$ cat config.mk
export PLATFORM = sky130hd
export DESIGN_NAME = seven_seg_scan_driver
export DESIGN_NICKNAME = d
export VERILOG_FILES = /design/src/rtl/seven_seg_pkg.sv /design/src/rtl/seven_seg_hex_decoder.sv /design/src/rtl/seven_seg_scan_driver.sv
export SDC_FILE = /design/constraint.sdc
export NUM_CORES = 1
export LEC_CHECK = 0
export CORE_UTILIZATION = 45
export DETAILED_ROUTE_END_ITERATION = 8
export PLACE_DENSITY = 0.73
export SYNTH_ARGS = -nofsm -noshare
export SYNTH_HDL_FRONTEND = slang
export SYNTH_SLANG_ARGS = --single-unit
export TNS_END_PERCENT = 10
$ cat constraint.sdc
create_clock -name clock -period 2.59 [get_ports clock]
set_input_delay 0.259 -clock clock [delete_from_list [all_inputs] [get_ports clock]]
set_output_delay 0.259 -clock clock [all_outputs]
set_load 0.01 [all_outputs]
$ cat src/rtl/seven_seg_pkg.sv
// Shared segment encodings and nibble decode for the seven-segment scanner.
// Cathode vectors are active-low, ordered {g,f,e,d,c,b,a}.
package seven_seg_pkg;

    typedef logic [6:0] seg_t;

    localparam seg_t SEG_0   = 7'h40;
    localparam seg_t SEG_1   = 7'h79;
    localparam seg_t SEG_2   = 7'h24;
    localparam seg_t SEG_3   = 7'h30;
    localparam seg_t SEG_4   = 7'h19;
    localparam seg_t SEG_5   = 7'h12;
    localparam seg_t SEG_6   = 7'h02;
    localparam seg_t SEG_7   = 7'h78;
    localparam seg_t SEG_8   = 7'h00;
    localparam seg_t SEG_9   = 7'h10;
    localparam seg_t SEG_A   = 7'h08;
    localparam seg_t SEG_B   = 7'h03;
    localparam seg_t SEG_C   = 7'h46;
    localparam seg_t SEG_D   = 7'h21;
    localparam seg_t SEG_E   = 7'h06;
    localparam seg_t SEG_F   = 7'h0E;
    localparam seg_t SEG_OFF = 7'h7F;

    function automatic seg_t hex_to_seg(input logic [3:0] nibble);
        seg_t seg;
        case (nibble)
            4'h0:    seg = SEG_0;
            4'h1:    seg = SEG_1;
            4'h2:    seg = SEG_2;
            4'h3:    seg = SEG_3;
            4'h4:    seg = SEG_4;
            4'h5:    seg = SEG_5;
            4'h6:    seg = SEG_6;
            4'h7:    seg = SEG_7;
            4'h8:    seg = SEG_8;
            4'h9:    seg = SEG_9;
            4'hA:    seg = SEG_A;
            4'hB:    seg = SEG_B;
            4'hC:    seg = SEG_C;
            4'hD:    seg = SEG_D;
            4'hE:    seg = SEG_E;
            default: seg = SEG_F;
        endcase
        return seg;
    endfunction

endpackage

$ cat src/rtl/seven_seg_hex_decoder.sv
// Combinational hex nibble to active-low seven-segment cathode pattern.
module seven_seg_hex_decoder
    import seven_seg_pkg::*;
(
    input  logic [3:0] i_nibble,
    output logic [6:0] o_seg
);

    assign o_seg = hex_to_seg(i_nibble);

endmodule

$ cat src/rtl/seven_seg_scan_driver.sv
// Time-multiplexed common-anode scanner with frame snapshot, blanking,
// decimal points, PWM brightness and a per-slot ghosting guard cycle.
module seven_seg_scan_driver
    import seven_seg_pkg::*;
#(
    parameter int NUM_DIGITS  = 4,
    parameter int SLOT_CYCLES = 16,
    parameter int BRIGHT_W    = 3
) (
    input  logic                    clock,
    input  logic                    reset,
    input  logic [4*NUM_DIGITS-1:0] digits,
    input  logic [NUM_DIGITS-1:0]   dp,
    input  logic [NUM_DIGITS-1:0]   digit_en,
    input  logic [BRIGHT_W-1:0]     brightness,
    output logic [NUM_DIGITS-1:0]   anode,
    output logic [6:0]              cathode,
    output logic                    dp_n,
    output logic                    frame_tick
);

    localparam int SLOT_W = $clog2(SLOT_CYCLES);
    localparam int IDX_W  = $clog2(NUM_DIGITS);

    logic [SLOT_W-1:0]       r_slot_cnt;
    logic [IDX_W-1:0]        r_digit_idx;
    logic [4*NUM_DIGITS-1:0] r_digits_snap;
    logic [NUM_DIGITS-1:0]   r_dp_snap;
    logic [NUM_DIGITS-1:0]   r_en_snap;
    logic [BRIGHT_W-1:0]     r_bright_snap;
    logic [NUM_DIGITS-1:0]   r_anode;
    logic [6:0]              r_cathode;
    logic                    r_dp_n;
    logic                    r_frame_tick;

    logic                  w_slot_last;
    logic                  w_idx_last;
    logic                  w_frame_start;
    logic                  w_frame_last;
    logic [3:0]            w_nibble;
    logic                  w_cur_en;
    logic                  w_cur_dp;
    logic [NUM_DIGITS-1:0] w_anode_sel;
    logic                  w_guard;
    logic                  w_duty_on;
    logic                  w_lit;
    logic [6:0]            w_seg;

    always_comb begin
        w_slot_last   = (r_slot_cnt == SLOT_W'(SLOT_CYCLES - 1));
        w_idx_last    = (r_digit_idx == IDX_W'(NUM_DIGITS - 1));
        w_frame_start = (r_slot_cnt == '0) && (r_digit_idx == '0);
        w_frame_last  = w_slot_last && w_idx_last;
    end

    always_ff @(posedge clock) begin
        if (!reset) begin
            r_slot_cnt  <= '0;
            r_digit_idx <= '0;
        end else if (w_slot_last) begin
            r_slot_cnt  <= '0;
            r_digit_idx <= w_idx_last ? '0 : r_digit_idx + IDX_W'(1);
        end else begin
            r_slot_cnt  <= r_slot_cnt + SLOT_W'(1);
        end
    end

    // Inputs are captured only at frame start so a frame never tears.
    always_ff @(posedge clock) begin
        if (!reset) begin
            r_digits_snap <= '0;
            r_dp_snap     <= '0;
            r_en_snap     <= '0;
            r_bright_snap <= '0;
        end else if (w_frame_start) begin
            r_digits_snap <= digits;
            r_dp_snap     <= dp;
            r_en_snap     <= digit_en;
            r_bright_snap <= brightness;
        end
    end

    always_comb begin
        w_nibble    = '0;
        w_cur_en    = 1'b0;
        w_cur_dp    = 1'b0;
        w_anode_sel = '1;
        for (int i = 0; i < NUM_DIGITS; i++) begin
            if (r_digit_idx == IDX_W'(i)) begin
                w_nibble       = r_digits_snap[4*i +: 4];
                w_cur_en       = r_en_snap[i];
                w_cur_dp       = r_dp_snap[i];
                w_anode_sel[i] = 1'b0;
            end
        end
    end

    // Slot cycle 0 keeps all anodes off so the previous digit's
    // segments never bleed into the next one.
    always_comb begin
        w_guard   = (r_slot_cnt == '0);
        w_duty_on = (r_slot_cnt[BRIGHT_W-1:0] <= r_bright_snap);
        w_lit     = !w_guard && w_duty_on && w_cur_en;
    end

    seven_seg_hex_decoder u_hex_decoder (
        .i_nibble (w_nibble),
        .o_seg    (w_seg)
    );

    always_ff @(posedge clock) begin
        if (!reset) begin
            r_anode      <= '1;
            r_cathode    <= SEG_OFF;
            r_dp_n       <= 1'b1;
            r_frame_tick <= 1'b0;
        end else begin
            r_anode      <= w_lit ? w_anode_sel : '1;
            r_cathode    <= w_lit ? w_seg : SEG_OFF;
            r_dp_n       <= w_lit ? ~w_cur_dp : 1'b1;
            r_frame_tick <= w_frame_last;
        end
    end

    assign anode      = r_anode;
    assign cathode    = r_cathode;
    assign dp_n       = r_dp_n;
    assign frame_tick = r_frame_tick;

endmodule
==> results.md <==
- Outcome: finished clean
- CTS clk-pin slew, worst paths: 0.08 ns
- Max Cap Violations: 0
- Slew Viols, Final: 0
- TritonCTS clock tree: done
- Post-route minimum period: 2.43 ns
- Post-synth EDFFs: 0
- Pre-antenna DRT Iters: 4
- Routed WL: 4.38 mm
- Leading area contributor after synthesis: dfxtp_1
- Cell with the most instances after synthesis: nand2_1
- Final setup viols: 0
- Crit. End Element: register
- Metal3 WL: 157 µm
- Min-Delay Path Class: reg2reg
- Post-CTS Hold Fix Bufs: 0
- Initial Util: 0.470
- Post-synthesis compound-gate area fraction: 0.191
- Synth Cell Area: 0.00224 mm²
- Post-Syn Instances: 256
- Met1 WL: 2.26 mm
- Setup TNS: 0 ns
- Logic pwr share: 0.191
- Reg power frac: 0.531
- Place WS: 0.107 ns
- Avg WL per Cell: 12.1 µm
- Core Area: 0.00475 mm²
- Mapped Nets: 301
- Initial antenna violation count: 0
- Layout cells sized above 1: 0.0743
- Largest net degree at the start of global routing: 35
- DP HPWL: 3.16 mm
- Sw frac: 0.270
- First-pass GRT wire length: 7.29 mm
- WS Path Type: reg2reg
- Synth async-reset ratio: 0
- Fraction of synthesized cell area in xor and xnor cells: 0.00392
- Leakage: 1.07 nW
- Clock Tree Root: clkbuf_8
- Post-Route Hold Slack: 0.468 ns
- Layout Skew: 0.00703 ns
- Simple-gate share of the synthesized area: 0.214
- Synthesized area per cell: 8.73 µm²
- Synth top area cells: dfxtp_1, nand2_1, a21boi_0
- Number of global-route vias before repair: 1581
- Sequential element share of the synthesized area: 0.412
- Largest family of logic cells by synthesized area: simple AND/OR/NAND/NOR gates
- CTS sink cnt: 46
- Top sig layer: met4
- DIE AREA: 0.00525 mm²
- Htree depth: 2
- Chip height: 72.5 µm
- DRC errors left: 0
- Grt total ovfl: 0
- Worst-path fanout max: 8
- Clock latency on the worst-skew pair: 0.30 ns
- Gpl congestion: 0.856
- PortBufs: 41
- Most used DFF post-synth: dfxtp_1
- Die width: 72.5 µm
- Count of state elements after synthesis: 46
- PwrDens: 527 mW/mm²
- Worst EP required: 2.74 ns
- Met2 WL post-DR: 1.90 mm
- Ports: 42
- Initial drt markers: 77
- Ys Warns: 0
- Final #Nets: 341
- Post-synthesis mux area share: 0.0280
- Post-synth top cells: nand2_1, dfxtp_1, a21boi_0
- Synthesis-to-finish area growth: 25.1%
- Post-DR vias/cell: 4.94
- Clock buffer depth: 2
- Final ANT Viol Nets: 0
- Share of the synthesized area in the top cell type: 0.412
- Antenna fix cells: 0
- Max_slew headroom: 0.491
- Via count: 1793
- Count of final hold-check violations: 0
- Internal: 0.00108 W
- Final setup margin: 0.159 ns
- CTS Buf Count: 5
- Tightest Pin Transition: 0.744 ns
- Fmax: 411 MHz
- Period utilisation layout: 0.939
- RSZ-0062 raised after global routing: false
- Setup crit start kind: register
- Sw Pwr: 0.000398 W
- Yosys cell types: 43
- Reg2Reg Setup Slack: 0.16 ns
- Peak supply drop: 0.302 mV
- CP arrival: 2.58 ns
- Post-CTS Setup Inserts: 0
- Clock power frac: 0.277
- Adder-Cell Fraction of Synth Area: 0.0895
- GRT Util Overall: 0.183
- # rows: 25
==> flip-flops by register name, indices dropped and copies added (netlist names) <==
register,count
cathode,7
frame_tick,1
r_dp_snap,4
anode,4
r_digit_idx,2
r_digits_snap,16
r_bright_snap,3
r_slot_cnt,4
r_en_snap,4
dp_n,1
==> power groups by stage <==
stage	Clock (W)	Combinational (W)	Sequential [W]
2_1_floorplan	0	0.000174	0.000792
3_3_place_gp	0	0.000274	0.000797
3_5_place_dp	0	0.000278	0.000798
4_1_cts	0.000421	0.000279	0.000782
5_1_grt	0.000456	0.000317	0.000788
6_report	0.000409	0.000282	0.000783
==> per-layer routing <==
metal | vias up | track usage
met3 | 5 | 0.0528
met5 | - | 0
li1 | 932 | -
met4 | 0 | 0.0697
met1 | 819 | 0.250
met2 | 37 | 0.274
==> metrics by stage <==
step | total power (W) | area (µm²) | instances | util
floorplan | 0.000966 | 2240 | 256 | -
global placement | 0.00107 | 2710 | 356 | 0.569
detailed placement | 0.00108 | 2710 | 356 | 0.569
CTS | 0.00148 | 2780 | 363 | 0.585
global route | 0.00156 | 2800 | 363 | 0.588
finish | 0.00147 | 2800 | 363 | 0.588
==> worst max-delay path, stage by stage (launching register included) <==
cell	delay, ns
dfxtp_1	0.40
inv_1	0.09
ha_1	0.29
nor2b_1	0.18
a221oi_1	0.33
o31ai_1	0.13
buf_4	0.17
ha_1	0.22
mux2_1	0.31
nand2_1	0.08
o211ai_2	0.08
==> placed cells by master (no fill, tap or decap), types with 2 or more instances in the layout <==
cell type         n
nand3b_1          3
o21ai_0           3
clkbuf_1          2
a21boi_0         27
a21oi_1           8
mux2_1            2
o211ai_2          2
clkbuf_8          5
buf_4             7
nand2_1          73
mux2i_1           4
o221ai_1          2
nand2b_1          3
nor2_1            3
inv_1            14
nor3b_1           2
nand3_1           2
dfxtp_1          46
and2_1            2
nor2b_1           6
ha_1             16
and3_1            3
clkdlybuf4s50_1  41
==> cells by family after synthesis <==
kind of cell	after synthesis
compound gates	55
fa+ha+maj	16
simple gates	103
mux	6
flops	46
xor+xnor	1
buf+inv	29
==> path summary, 6_finish.rpt <==
kind,start,end,depth (start not counted)
worst max-delay path,r_digit_idx[0],cathode[6],10
worst min-delay path,r_bright_snap[2],r_bright_snap[2],2
worst max register to register,r_digit_idx[0],cathode[6],10
worst min register to register,r_bright_snap[2],r_bright_snap[2],2
==> area by class of cell <==
| cell class | instances | area, µm² |
|---|---|---|
| fillers | 451 | 1960 |
| multi-input cells | 181 | 1200 |
| flip-flops and latches | 46 | 921 |
| repair buffers | 48 | 463 |
| well taps | 67 | 83.8 |
| clock buffers | 7 | 76.3 |
| inverters | 14 | 52.6 |
==> repair_timing <==
item                                    4_1_cts  5_1_grt
resized for setup                             0        2
endpoints found under the setup margin        0        5
hold endpoints to repair                      0        0
No activity file was read; power rests on OpenSTA's default activity.
